## src/rtl/uart_tx_pkg.sv

```systemverilog
// uart_tx_pkg
//   Shared definitions for the UART transmit framing stage.
//   - tx_state_t          : transmitter state encoding (IDLE/START/DATA/PARITY/STOP)
//   - START_BIT, STOP_BIT : serial line levels for the framing bits
//   - IDLE_LEVEL          : line level while no frame is being sent
//   - DEFAULT_DATA_WIDTH  : default number of data bits per frame
package uart_tx_pkg;

    localparam int unsigned DEFAULT_DATA_WIDTH = 8;

    localparam logic START_BIT  = 1'b0;
    localparam logic STOP_BIT   = 1'b1;
    localparam logic IDLE_LEVEL = 1'b1;

    typedef enum logic [2:0] {
        IDLE,
        START,
        DATA,
        PARITY,
        STOP
    } tx_state_t;

endpackage

```

## src/rtl/uart_tx_serializer.sv

```systemverilog
// uart_tx_serializer
//   Shift register and bit counter for the UART transmitter.
//   Ports:
//     clk      in   baud-rate clock
//     rst      in   asynchronous active-high reset
//     load     in   capture data into the shift register, clear the counter
//     shift    in   shift right by one, advance the counter
//     data     in   parallel data word (DATA_WIDTH bits)
//     ser_data out  current LSB of the shift register
//     ser_done out  every data bit has been handed out (counter == DATA_WIDTH)
module uart_tx_serializer
    import uart_tx_pkg::*;
#(
    parameter int unsigned DATA_WIDTH = DEFAULT_DATA_WIDTH
) (
    input  logic                  clk,
    input  logic                  rst,
    input  logic                  load,
    input  logic                  shift,
    input  logic [DATA_WIDTH-1:0] data,
    output logic                  ser_data,
    output logic                  ser_done
);

    localparam int unsigned CW = $clog2(DATA_WIDTH + 1);

    logic [DATA_WIDTH-1:0] shift_reg;
    logic [CW-1:0]         bit_cnt;

    always_ff @(posedge clk or posedge rst) begin
        if (rst) begin
            shift_reg <= '0;
            bit_cnt   <= '0;
        end else if (load) begin
            shift_reg <= data;
            bit_cnt   <= '0;
        end else if (shift) begin
            shift_reg <= shift_reg >> 1;
            bit_cnt   <= bit_cnt + CW'(1);
        end
    end

    assign ser_data = shift_reg[0];
    // The counter tracks bits already handed to the registered line driver,
    // so it reaches DATA_WIDTH while the last data bit is on the line.
    assign ser_done = (bit_cnt == CW'(DATA_WIDTH));

endmodule

```

## src/rtl/uart_tx_frame.sv

```systemverilog
// uart_tx_frame
//   UART transmit framing stage: latches a byte, sends start bit, data bits
//   LSB-first, optional parity bit (from parity_calc) and stop bit(s), one
//   bit per clk.
//   Build option: define UART_TX_STOP2_EN for two stop bits (default one).
//   Ports:
//     clk        in   baud-rate clock
//     rst        in   asynchronous active-high reset
//     p_data     in   parallel data, sampled in the acceptance cycle
//     data_valid in   single-cycle send request, honoured only in IDLE
//     par_en     in   insert parity bit, latched at acceptance
//     par_bit    in   parity value, sampled on entry to PARITY
//     tx_out     out  registered serial line, idle high
//     busy       out  registered, high while a frame is on the line
//     frame_done out  registered one-cycle pulse after the last stop bit
module uart_tx_frame
    import uart_tx_pkg::*;
#(
    parameter int unsigned DATA_WIDTH = DEFAULT_DATA_WIDTH
) (
    input  logic                  clk,
    input  logic                  rst,
    input  logic [DATA_WIDTH-1:0] p_data,
    input  logic                  data_valid,
    input  logic                  par_en,
    input  logic                  par_bit,
    output logic                  tx_out,
    output logic                  busy,
    output logic                  frame_done
);

`ifdef UART_TX_STOP2_EN
    localparam bit STOP2 = 1'b1;
`else
    localparam bit STOP2 = 1'b0;
`endif

    tx_state_t state, state_next;
    logic      tx_next, busy_next, done_next;
    logic      par_en_q, par_en_next;
    logic      stop_second, stop_second_next;
    logic      load, shift;
    logic      ser_data, ser_done;

    uart_tx_serializer #(
        .DATA_WIDTH(DATA_WIDTH)
    ) u_serializer (
        .clk     (clk),
        .rst     (rst),
        .load    (load),
        .shift   (shift),
        .data    (p_data),
        .ser_data(ser_data),
        .ser_done(ser_done)
    );

    always_ff @(posedge clk or posedge rst) begin
        if (rst) begin
            state       <= IDLE;
            tx_out      <= IDLE_LEVEL;
            busy        <= 1'b0;
            frame_done  <= 1'b0;
            par_en_q    <= 1'b0;
            stop_second <= 1'b0;
        end else begin
            state       <= state_next;
            tx_out      <= tx_next;
            busy        <= busy_next;
            frame_done  <= done_next;
            par_en_q    <= par_en_next;
            stop_second <= stop_second_next;
        end
    end

    // Outputs are registered from the next-state decision, so tx_out always
    // shows the bit belonging to the current state.
    always_comb begin
        state_next       = state;
        tx_next          = IDLE_LEVEL;
        busy_next        = 1'b0;
        done_next        = 1'b0;
        par_en_next      = par_en_q;
        stop_second_next = 1'b0;
        load             = 1'b0;
        shift            = 1'b0;

        case (state)
            IDLE: begin
                if (data_valid) begin
                    load        = 1'b1;
                    par_en_next = par_en;
                    state_next  = START;
                    tx_next     = START_BIT;
                    busy_next   = 1'b1;
                end
            end
            START: begin
                shift      = 1'b1;
                tx_next    = ser_data;
                busy_next  = 1'b1;
                state_next = DATA;
            end
            DATA: begin
                busy_next = 1'b1;
                if (ser_done) begin
                    if (par_en_q) begin
                        state_next = PARITY;
                        tx_next    = par_bit;
                    end else begin
                        state_next = STOP;
                        tx_next    = STOP_BIT;
                    end
                end else begin
                    shift   = 1'b1;
                    tx_next = ser_data;
                end
            end
            PARITY: begin
                state_next = STOP;
                tx_next    = STOP_BIT;
                busy_next  = 1'b1;
            end
            STOP: begin
                if (STOP2 && !stop_second) begin
                    stop_second_next = 1'b1;
                    tx_next          = STOP_BIT;
                    busy_next        = 1'b1;
                end else begin
                    state_next = IDLE;
                    tx_next    = IDLE_LEVEL;
                    done_next  = 1'b1;
                end
            end
            default: begin
                state_next = IDLE;
            end
        endcase
    end

endmodule

```

## config.mk

```make
export PLATFORM = sky130hd
export DESIGN_NAME = uart_tx_frame
export DESIGN_NICKNAME = d
export VERILOG_FILES = /design/src/rtl/uart_tx_pkg.sv /design/src/rtl/uart_tx_serializer.sv /design/src/rtl/uart_tx_frame.sv
export SDC_FILE = /design/constraint.sdc
export NUM_CORES = 1
export LEC_CHECK = 0
export CORE_MARGIN = 1
export CORE_UTILIZATION = 40
export DETAILED_ROUTE_END_ITERATION = 8
export RECOVER_POWER = 25
export SLEW_MARGIN = 10
export SYNTH_ARGS = -nofsm -noshare
export SYNTH_HDL_FRONTEND = slang
export SYNTH_SLANG_ARGS = --single-unit
```

## constraint.sdc

```tcl
create_clock -name clk -period 1.98 [get_ports clk]
set_clock_uncertainty 0.15 [all_clocks]
set_input_delay 0.297 -clock clk [delete_from_list [all_inputs] [get_ports clk]]
set_output_delay 0.297 -clock clk [all_outputs]
set_load 0.005 [all_outputs]
```

---- Word level (Yosys, flattened, before mapping) ----
Index checks and enable logic that the tools add are counted.
operators by class
  add/subtract/negate cells ............... 1
  $mul .................................... 0
  div/mod/pow operators ................... 0
  magnitude comparators ................... 0
  equality and inequality tests ........... 7
  shift operators ......................... 0
  multiplexer cells ....................... 18
  bitwise logic cells ..................... 0
  reduce and logical (&&, ||, !) cells .... 5
operators by type and width
  operator                                                          number
  8-bit 2-to-1 mux                                                  2
  3-bit case mux with 4 select lines                                1
  3-bit 2-to-1 mux                                                  3
  4-bit 2-to-1 mux                                                  2
  1-bit 2-to-1 mux                                                  7
  3-bit by 2-bit == test with 1-bit output (second input constant)  2
  4-bit by 1-bit adder with 4-bit output (second input constant)    1
  4-bit == test (second input constant)                             1
  2-bit inequality test (second input constant)                     2
  1-bit case mux with 2 select lines                                2
  2-bit AND reduction                                               2
  3-bit by 1-bit == test with 1-bit output (second input constant)  1
  3-bit == test (second input constant)                             1
  3-bit zero test                                                   1
  1-bit case mux with 3 select lines                                1
  3-bit OR reduction                                                1
  2-bit nonzero test                                                1
storage, ports and cells
  register bits ........................... 19
  latch bits .............................. 0
  memory bits (writable) .................. 0
  bits in read-only memories .............. 0
  memories ................................ 0

---- Depth between registers and ports, before layout ----
Gate-level depths: netlist of run 1.
  word-level depth ........................ 5
  gate-level depth with buffers ........... 6

---- Modules after synthesis ----
Synthesis of run 1 repeated with hierarchy kept, for this count alone.
second synthesis, totals
  cells, all modules ...................... 89
  area total of the unflattened synthesis .. 918.4 µm²
by module, submodules not included
  module              times used  cells each  area each (µm²)  seq. area each (µm²)
  uart_tx_serializer  1           56          591.8            300.3
  uart_tx_frame       1           33          326.6            176.4

---- Least setup slack after synthesis of run 1 ----
Ideal clock, no wire load.
  path type ............................... reg2reg
  from .................................... reg u_serializer.bit_cnt[0]
  to ...................................... reg u_serializer.shift_reg[0]
  library setup time ...................... 140 ps
  arrival time ............................ 1,289 ps
  required time ........................... 1,690 ps
  path slack .............................. 401 ps
  stages on the path, launching flop included .. 6
  period minus slack after synthesis ...... 1,579 ps
  path through ............................ dfrtp_1 > inv_1 > ha_1 > and3b_1 > o22ai_1 > o211ai_1
on the way
  cells in the longest elaborated chain, start to end .. 4
ends and longest elaborated chain
  element                             line                      source
  start, declared                     uart_tx_serializer.sv:28  logic [CW-1:0] bit_cnt;
  start signal, assigned              uart_tx_serializer.sv:39  bit_cnt <= bit_cnt + CW'(1);
  4-bit == test                       uart_tx_serializer.sv:46  assign ser_done = (bit_cnt == CW'(DATA_WIDTH));
  1-bit 2-to-1 mux                    uart_tx_frame.sv:105      if (ser_done) begin
  1-bit case mux with 2 select lines  uart_tx_frame.sv:87       case (state)
  2-bit nonzero test (no line)        n/a
  end signal, assigned                uart_tx_serializer.sv:35  shift_reg <= data;
  end signal, assigned                uart_tx_serializer.sv:38  shift_reg <= shift_reg >> 1;
  end, declared                       uart_tx_serializer.sv:27  logic [DATA_WIDTH-1:0] shift_reg;
No other way between the ends.
A chain may end at the register's enable or synchronous reset.

---- Final worst setup path of run 1 ----
  from .................................... reg tx_out
  to ...................................... out tx_out
RTL lines
  element                 line                 source
  start, declared         uart_tx_frame.sv:27  output logic tx_out,
  start signal, assigned  uart_tx_frame.sv:67  tx_out <= tx_next;
No word-level cell between the ends.

==> results of run 1 <==
==> per-layer routing <==
layer  routed length [um]  vias up  global-route usage, %  share of wire [%]
li1                     -      412                      -                  -
met1                 1040      406                   23.5                 49
met2                 1020       11                   29.5                 48
met3                   56        5                   6.09                2.6
met4                   26        0                   7.89                1.2
met5                    0        -                      0                  0
==> per-stage QoR <==
step                      total power (W)  hold WS, ns
final                             0.00186        0.369
after global routing              0.00203        0.385
after CTS                         0.00187        0.159
after detailed placement          0.00166        0.357
after global placement            0.00164        0.355
after floorplan                   0.00138       0.0974
==> power by group through the flow <==
| stage | logic [W] | registers [W] | clock network (W) |
|---|---|---|---|
| after global placement | 0.000889 | 0.000755 | 0 |
| after CTS | 0.000909 | 0.000751 | 0.000208 |
| after floorplan | 0.000685 | 0.000695 | 0 |
| final | 0.000903 | 0.000756 | 0.000202 |
| after detailed placement | 0.000904 | 0.000760 | 0 |
| after global routing | 0.00102 | 0.000784 | 0.000226 |
==> worst paths after layout <==
kind                                            from                        end  slack, ns
setup / recovery                              tx_out                     tx_out       0.22
hold / removal                                par_en                   par_en_q       0.37
setup reg to reg             u_serializer.bit_cnt[0]  u_serializer.shift_reg[7]       0.25
hold reg to reg            u_serializer.shift_reg[7]  u_serializer.shift_reg[7]       0.38
max in group asynchronous                        rst                   state[0]       0.48
min in group asynchronous                        rst  u_serializer.shift_reg[3]       0.58
==> layout by cell type (no fill, tap or decap) <==
cell | netlist | layout
nor2_1 | 4 | 4
nand3b_1 | 1 | 1
nand4_1 | 9 | 9
nand2_1 | 6 | 6
a31o_2 | 1 | 1
clkbuf_4 | 0 | 3
o21bai_1 | 1 | 1
clkbuf_1 | 0 | 2
and2_1 | 1 | 1
dfrtp_1 | 18 | 18
nor2b_1 | 3 | 3
a32oi_1 | 1 | 1
or4b_4 | 1 | 1
a22oi_1 | 7 | 7
xor2_2 | 1 | 1
inv_1 | 10 | 10
mux2i_1 | 3 | 3
a31o_1 | 1 | 1
nand4bb_1 | 1 | 1
buf_4 | 3 | 7
nand2b_1 | 3 | 3
dlygate4sd3_1 | 0 | 1
a31oi_1 | 1 | 1
ha_1 | 2 | 2
o22ai_1 | 1 | 1
nand3_1 | 1 | 1
and3b_1 | 1 | 1
clkinv_1 | 1 | 1
clkdlybuf4s50_1 | 0 | 14
dfstp_2 | 1 | 1
nor4b_4 | 1 | 1
a21oi_1 | 2 | 2
o21a_1 | 1 | 1
o211ai_1 | 8 | 8
nor3_1 | 3 | 3
==> area by class of cell <==
type | count | area, sq um
timing repair buffer | 23 | 206
fill | 211 | 1060
clock buffer | 4 | 26.3
inverter | 11 | 41.3
multi-input combinational | 65 | 470
tap | 28 | 35.0
sequential | 19 | 477
==> logic make-up after synthesis <==
| kind of cell | Yosys count | synth area share (%) |
|---|---|---|
| AO/OA/AOI/OAI | 24 | 17.2 |
| XOR/XNOR | 1 | 1.59 |
| adder cells (fa/ha/maj) | 2 | 2.44 |
| buffers and inverters | 17 | 7.57 |
| flip-flops | 19 | 46.5 |
| multiplexers | 3 | 2.93 |
| AND/OR/NAND/NOR | 35 | 21.7 |
==> metrics.yaml, run 1 <==
status: "complete, no violations"
fin_util_pct: 54.2
clk_pin_slew_ns: 0.10
seqPwrFrac_pct: 40.6
grt_usage_pct: 18.8
die_height_um: 52.6
antenna_left: 0
n_antenna_cell: 0
placed_area_sq_um: 1230
rr_worst_depth: 5
max_freq_ghz: 0.569
dp_slack_ns: 0.126
grt_pass1_vias: 823
ctsHoldBuffers: 0
ys_seq_elements: 19
synth-edff-count: 0
numPortBuffers: 15
hold_viol_final: 0
largest_register_ffs: 8
cp_slowest_stage_delay_ns: 0.53
synth.most_common_cell: "dfrtp_1"
area_delta_synth_final_pct: 22.6
async_flop_share_pct: 100
die_w_um: 52.6
post-route-period-util_pct: 88.8
syn-cell-area_sq_um: 1020
comb_power_share_pct: 48.5
htree_levels: 1
dr_total_vias: 834
critPathCaptureType: "output pin"
place_inst: 146
critPathMaxFanout: 1
root_buffer: "clkbuf_4"
crit_required_ns: 1.53
cts_resized: 0
gp_congestion: 0.761
vias_per_cell: 5.56
ys_seq_area_share_pct: 46.5
drt_iter0_drc: 14
synth_nets: 116
path_class: "reg -> out"
dp_hpwl_mm: 1.55
cp_num_cells: 1
setup_violations: 0
nets: 138
maxCapViolCount: 0
relSlewSlack_pct: 31.5
dieArea_sq_um: 2770
clock_latency_ns: 0.31
cp_slowest_cell: "dfstp_2"
grt.overflow.total: 0
synth_flop_cell: "dfrtp_1"
cts_tree: "yes"
row_count: 17
floorplan.initialDensity_pct: 44.2
setup_slack_ns: 0.221
syn_inst: 101
clock_path_buffers: 2
wire_per_inst_um: 14.2
stdcell_count: 150
yosysTopAreaCell: "dfrtp_1"
grt_max_degree: 20
p_per_area_nw_per_um2: 1480
tightest_slew_ns: 1.03
cp.arrival_ns: 1.31
route.detailed.drc: 0
switchingPower_w: 0.000752
cts_setup_buffers: 0
synth_warnings: 0
stdcell_area_sq_um: 1260
whs_path_depth: 3
routed_wl_mm: 2.14
synth_top_area_share_pct: 44.0
rsz0062_at_grt: "no"
ios: 16
hp-class: "in -> reg"
netlist_top_cells_count: "dfrtp_1 (18), inv_1 (10), nand4_1 (9), o211ai_1 (8), a22oi_1 (7)"
ir_drop_uv: 827
leakagePower_nw: 0.555
ys_types: 33
finalSetupTns_ns: 0
internal_power_w: 0.00111
final_layout_size_suffix_gt1_share_pct: 12.3
power_frac_clock_pct: 10.8
crit_buf_inv: 1
crit_path_start_kind: "flop"
numCtsBuffers: 3
swShare_pct: 40.4
grt_pass1_wl_mm: 3.65
clock-sinks: 19
drv_slew: 0
avgSynthCellArea_sq_um: 10.1
fin_crit_ns: 1.76
path_cells: "clkdlybuf4s50_1"
synth_area_leaders: "dfrtp_1 (44%), o211ai_1 (5.9%), nand4_1 (5.5%)"
grt_antenna_before_repair: 0
drtPass1Iterations: 5
cp_top_family: "flip-flops"
fp.coreArea_sq_um: 2320
No activity file was read; power rests on OpenSTA's default activity.
==> run 2, diff against run 1 <==
--- a/config.mk
+++ b/config.mk
@@ -8,6 +8,7 @@
 export CORE_MARGIN = 1
 export CORE_UTILIZATION = 40
 export DETAILED_ROUTE_END_ITERATION = 8
+export MAX_ROUTING_LAYER = met4
 export RECOVER_POWER = 25
 export SLEW_MARGIN = 10
 export SYNTH_ARGS = -nofsm -noshare
==> run 2 against run 1 <==
- register-to-register slack about the same
- final area stayed put
- worst setup slack worse by 0.0015 ns
- hold slack got worse by 0.0014 ns
- clock-buffer cell count unchanged
- fmax about the same
- utilization unchanged
- clock power hardly changed
- die area is the same
- final cell count unchanged
- highest routed layer unchanged
==> metrics.yaml, run 2 (synthesized netlist as in run 1, its figures left out) <==
stdcell_count: 150  # unchanged
hold_ws_ns: 0.368  # was 0.369 ns
drtPass1Iterations: 6  # was 5
grt_max_degree: 20  # unchanged
numCtsBuffers: 3  # unchanged
gp_congestion: 0.771  # was 0.761
nFillCells: 211  # unchanged
clock_path_buffers: 2  # unchanged
cp_top_family: "flip-flops"  # unchanged
die_height_um: 52.6  # unchanged
nets: 138  # unchanged
crit_required_ns: 1.53  # about the same
grt_pass1_wl_mm: 3.66  # was 3.65 mm
r2r_start: "u_serializer.bit_cnt[0]"  # unchanged
hp-class: "in -> reg"  # unchanged
cp_slowest_cell: "dfstp_2"  # unchanged
final_layout_size_suffix_gt1_share_pct: 12.3  # unchanged
htree_levels: 1  # unchanged
fin_util_pct: 54.2  # unchanged
post-route-period-util_pct: 88.9  # was 88.8%
fin_crit_ns: 1.76  # about the same
critPathMaxFanout: 1  # unchanged
setup_violations: 0  # unchanged
path_class: "reg -> out"  # unchanged
grt_antenna_before_repair: 0  # unchanged
cp_slowest_stage_delay_ns: 0.53  # about the same
seqCellArea_sq_um: 477  # unchanged
rr_worst_depth: 5  # unchanged
floorplan.initialDensity_pct: 44.2  # unchanged
cts_resized: 0  # unchanged
routed_wl_mm: 2.13  # was 2.14 mm
tightest_slew_ns: 1.03  # about the same
cp.arrival_ns: 1.31  # about the same
crit_path_start: "tx_out"  # unchanged
numPortBuffers: 15  # unchanged
n_antenna_cell: 0  # unchanged
clock-sinks: 19  # unchanged
largest_register_ffs: 8  # unchanged
whs_path_depth: 3  # unchanged
final_cell_mix: "dfrtp_1 (18), clkdlybuf4s50_1 (14), inv_1 (10)"  # unchanged
relSlewSlack_pct: 31.6  # was 31.5%
grt_pass1_vias: 822  # was 823
multiInputGateArea_sq_um: 470  # unchanged
dr_total_vias: 838  # was 834
clock_latency_ns: 0.31  # about the same
ir_drop_uv: 828  # was 827 uV
vias_per_cell: 5.59  # was 5.56
cts_setup_buffers: 0  # unchanged
grt_usage_pct: 19.3  # was 18.8%
hold_viol_final: 0  # unchanged
leakagePower_nw: 0.555  # unchanged
final_common_cell: "dfrtp_1"  # unchanged
grt.overflow.total: 0  # unchanged
finalSetupTns_ns: 0  # unchanged
drv_slew: 0  # unchanged
dieArea_sq_um: 2770  # unchanged
area_delta_synth_final_pct: 22.6  # unchanged
ctsHoldBuffers: 0  # unchanged
rsz0062_at_grt: "no"  # unchanged
cp_num_cells: 1  # unchanged
wire_per_inst_um: 14.2  # about the same
fp.coreArea_sq_um: 2320  # unchanged
row_count: 17  # unchanged
status: "complete, no violations"  # unchanged
drt_iter0_drc: 15  # was 14
root_buffer: "clkbuf_4"  # unchanged
maxCapViolCount: 0  # unchanged
finalPower_w: 0.00186  # unchanged
antenna_left: 0  # unchanged
place_inst: 146  # unchanged
max_freq_ghz: 0.568  # was 0.569 GHz
clk_pin_slew_ns: 0.10  # about the same
route.detailed.drc: 0  # unchanged
die_w_um: 52.6  # unchanged
cts_tree: "yes"  # unchanged
crit_path_start_kind: "flop"  # unchanged
hold_start: "par_en"  # unchanged
ios: 16  # unchanged
crit_buf_inv: 1  # unchanged
critPathCaptureType: "output pin"  # unchanged
path_cells: "clkdlybuf4s50_1"  # unchanged
p_per_area_nw_per_um2: 1480  # unchanged
dp_hpwl_mm: 1.55  # unchanged
==> run 2: cell counts in the layout (fill, tap and decap cells not counted) <==
No cell type changed its count.
==> run 2: final timing paths <==
path | endpoint | slack (ns)
setup / recovery | tx_out | 0.22
hold / removal | par_en_q | 0.37
setup reg to reg | u_serializer.shift_reg[7] | 0.25
hold reg to reg | u_serializer.shift_reg[7] | 0.38
max in group asynchronous | state[0] | 0.48
min in group asynchronous | u_serializer.shift_reg[3] | 0.58
==> run 2: cell type report <==
class	count	share of cell area (%)
Sequential cell	19	37.9
Clock buffer	4	2.09
Inverter	11	3.29
Timing Repair Buffer	23	16.4
Multi-Input combinational cell	65	37.5
Tap cell	28	2.79
==> run 2: metal layers <==
layer	wire length, um	GRT usage (%)	share of wire [%]
met1	1030	23.5	48
met5	0	-	0
met4	31	7.89	1.5
met3	66	6.09	3.1
met2	999	29.5	47
==> run 2: power breakdown <==
part           leakage (nW)  switching [W]  internal (W)
clock network        0.0150       0.000124     0.0000788
registers             0.237       0.000179      0.000576
logic                 0.303       0.000449      0.000454
==> run 2: tightest hold or removal path, cell delays in order <==
cell	delay, ns
clkdlybuf4s50_1	0.40
nand2_1	0.06
nand2_1	0.04
==> run 2: metrics by stage <==
stage	cell area, sq um	setup slack, ns
2_1_floorplan	1020	0.401
3_3_place_gp	1230	0.162
3_5_place_dp	1230	0.126
4_1_cts	1260	0.212
5_1_grt	1260	0.139
6_report	1260	0.220
==> run 3, diff against run 2 <==
--- a/config.mk
+++ b/config.mk
@@ -6,9 +6,11 @@
 export NUM_CORES = 1
 export LEC_CHECK = 0
 export CORE_MARGIN = 1
-export CORE_UTILIZATION = 40
+export CORE_UTILIZATION = 50
 export DETAILED_ROUTE_END_ITERATION = 8
+export GPL_ROUTABILITY_DRIVEN = 0
 export MAX_ROUTING_LAYER = met4
+export PLACE_DENSITY = 0.75
 export RECOVER_POWER = 25
 export SLEW_MARGIN = 10
 export SYNTH_ARGS = -nofsm -noshare
==> run 3 against run 2 <==
- fmax shrank 0.26%
- clock power about the same
- non-clock buffer count did not move
- critical path depth unchanged
- register-to-register slack barely moved
- utilization rose by 11 points
- final area stayed put
- sequential power is 2% higher
- power shrank 0.40%
- highest routed layer unchanged
==> metrics.yaml, run 3 (synthesized netlist as in run 1, its figures left out) <==
hp-class: "in -> reg"  # unchanged
ir_drop_uv: 845  # was 828 uV
seqPwrFrac_pct: 41.4  # was 40.6%
setup_violations: 0  # unchanged
maxCapViolCount: 0  # unchanged
vias_per_cell: 5.66  # was 5.59
wire_per_inst_um: 14.0  # was 14.2 um
internal_power_w: 0.00110  # was 0.00111 W
dieArea_sq_um: 2230  # was 2770 sq um
floorplan.initialDensity_pct: 52.8  # was 44.2%
n_antenna_cell: 0  # unchanged
drt_iter0_drc: 9  # was 15
clock_path_buffers: 2  # unchanged
leakagePower_nw: 0.557  # was 0.555 nW
p_per_area_nw_per_um2: 1480  # about the same
drtPass1Iterations: 4  # was 6
numPortBuffers: 15  # unchanged
path_class: "reg -> out"  # unchanged
final_layout_size_suffix_gt1_share_pct: 13.1  # was 12.3%
critPathMaxFanout: 1  # unchanged
rr_worst_depth: 6  # was 5
numCtsBuffers: 3  # unchanged
nFillCells: 168  # was 211
grt_max_degree: 20  # unchanged
cts_setup_buffers: 0  # unchanged
routed_wl_mm: 2.09  # was 2.13 mm
post-route-period-util_pct: 89.1  # was 88.9%
power_frac_clock_pct: 10.8  # was 10.9%
finalSetupTns_ns: 0  # unchanged
grt_pass1_vias: 801  # was 822
crit_path_start: "tx_out"  # unchanged
critPathCaptureType: "output pin"  # unchanged
row_count: 16  # was 17
fp.coreArea_sq_um: 1940  # was 2320 sq um
die_w_um: 47.3  # was 52.6 um
relSlewSlack_pct: 31.3  # was 31.6%
clock-sinks: 19  # unchanged
max_freq_ghz: 0.567  # was 0.568 GHz
ios: 16  # unchanged
largest_register_ffs: 8  # unchanged
crit_path_start_kind: "flop"  # unchanged
antenna_left: 0  # unchanged
cp.arrival_ns: 1.32  # was 1.31 ns
hold_viol_final: 0  # unchanged
final_common_cell: "dfrtp_1"  # unchanged
status: "complete, no violations"  # unchanged
cp_top_family: "flip-flops"  # unchanged
dp_hpwl_mm: 1.57  # was 1.55 mm
final_cell_mix: "dfrtp_1 (18), clkdlybuf4s50_1 (14), inv_1 (10)"  # unchanged
cts_resized: 0  # unchanged
grt_pass1_wl_mm: 3.57  # was 3.66 mm
clk_pin_slew_ns: 0.11  # was 0.10 ns
cts_tree: "yes"  # unchanged
ctsHoldBuffers: 0  # unchanged
grt_usage_pct: 24.4  # was 19.3%
comb_power_share_pct: 47.8  # was 48.5%
nets: 138  # unchanged
path_cells: "clkdlybuf4s50_1"  # unchanged
tightest_slew_ns: 1.03  # about the same
area_delta_synth_final_pct: 22.6  # unchanged
grt_antenna_before_repair: 0  # unchanged
whs_path_depth: 3  # unchanged
finalPower_w: 0.00185  # was 0.00186 W
grt.overflow.total: 0  # unchanged
switchingPower_w: 0.000751  # was 0.000752 W
clock_latency_ns: 0.30  # was 0.31 ns
dr_total_vias: 843  # was 838
crit_buf_inv: 1  # unchanged
root_buffer: "clkbuf_4"  # unchanged
r2r-end: "u_serializer.bit_cnt[2]"  # was u_serializer.shift_reg[7]
rsz0062_at_grt: "no"  # unchanged
cp_num_cells: 1  # unchanged
route.detailed.drc: 0  # unchanged
cp_slowest_stage_delay_ns: 0.53  # about the same
htree_levels: 1  # unchanged
r2r_setup_slack_ns: 0.24  # was 0.25 ns
crit_required_ns: 1.53  # about the same
swShare_pct: 40.5  # was 40.4%
r2r_start: "u_serializer.bit_cnt[0]"  # unchanged
drv_slew: 0  # unchanged
cp_slowest_cell: "dfstp_2"  # unchanged
crit_end: "tx_out"  # unchanged
die_height_um: 47.3  # was 52.6 um
fin_crit_ns: 1.76  # about the same
-- run 3: cell types whose count changed in the layout (fill, tap and decap cells not counted), sizes merged --
cell and delta:
clkbuf -1, clkinv +1
-- run 3: per-layer routing --
metal  global-route usage, %  up-vias  share of wire, %
met5                       -        -                 0
met4                    15.4        0               3.5
met3                    3.46        7               2.8
met2                    37.8       20                50
met1                    29.6      410                43
li1                        -      406                 -
-- run 3: final cells by class --
| class | count | area [sq um] | share of cell area, % |
|---|---|---|---|
| Clock inverter | 1 | 5.00 | 0.398 |
| Multi-Input combinational cell | 65 | 470 | 37.5 |
| Timing Repair Buffer | 23 | 206 | 16.4 |
| Inverter | 11 | 41.3 | 3.29 |
| Clock buffer | 3 | 22.5 | 1.79 |
| Tap cell | 27 | 33.8 | 2.69 |
| Sequential cell | 19 | 477 | 37.9 |
-- run 3: through the flow --
step	std cells	cell area, sq um	hold WS, ns	setup WS [ns]	utilization [%]
6_report	149	1260	0.371	0.215	64.7
5_1_grt	149	1260	0.398	0.0873	64.7
4_1_cts	149	1260	0.154	0.209	64.9
3_5_place_dp	145	1230	0.359	0.148	63.5
3_3_place_gp	145	1230	0.353	0.161	63.5
2_1_floorplan	101	1020	0.0974	0.401	-
-- run 3: how the worst min path moves through the flow --
stage / slack (ns) / start / endpoint
global route: 0.40 / u_serializer.shift_reg[7] / u_serializer.shift_reg[7]
detailed placement: 0.36 / u_serializer.shift_reg[7] / u_serializer.shift_reg[7]
finish: 0.37 / par_en / par_en_q
floorplan: 0.1 / rst / busy
CTS: 0.15 / rst / u_serializer.shift_reg[2]
global placement: 0.35 / u_serializer.shift_reg[7] / u_serializer.shift_reg[7]
-- run 3: power groups by stage --
stage          logic (W)  clock network, W  registers (W)
6_report        0.000886          0.000201       0.000767
5_1_grt         0.000997          0.000227       0.000794
4_1_cts         0.000895          0.000206       0.000764
3_5_place_dp    0.000892                 0       0.000773
3_3_place_gp    0.000860                 0       0.000759
2_1_floorplan   0.000685                 0       0.000695
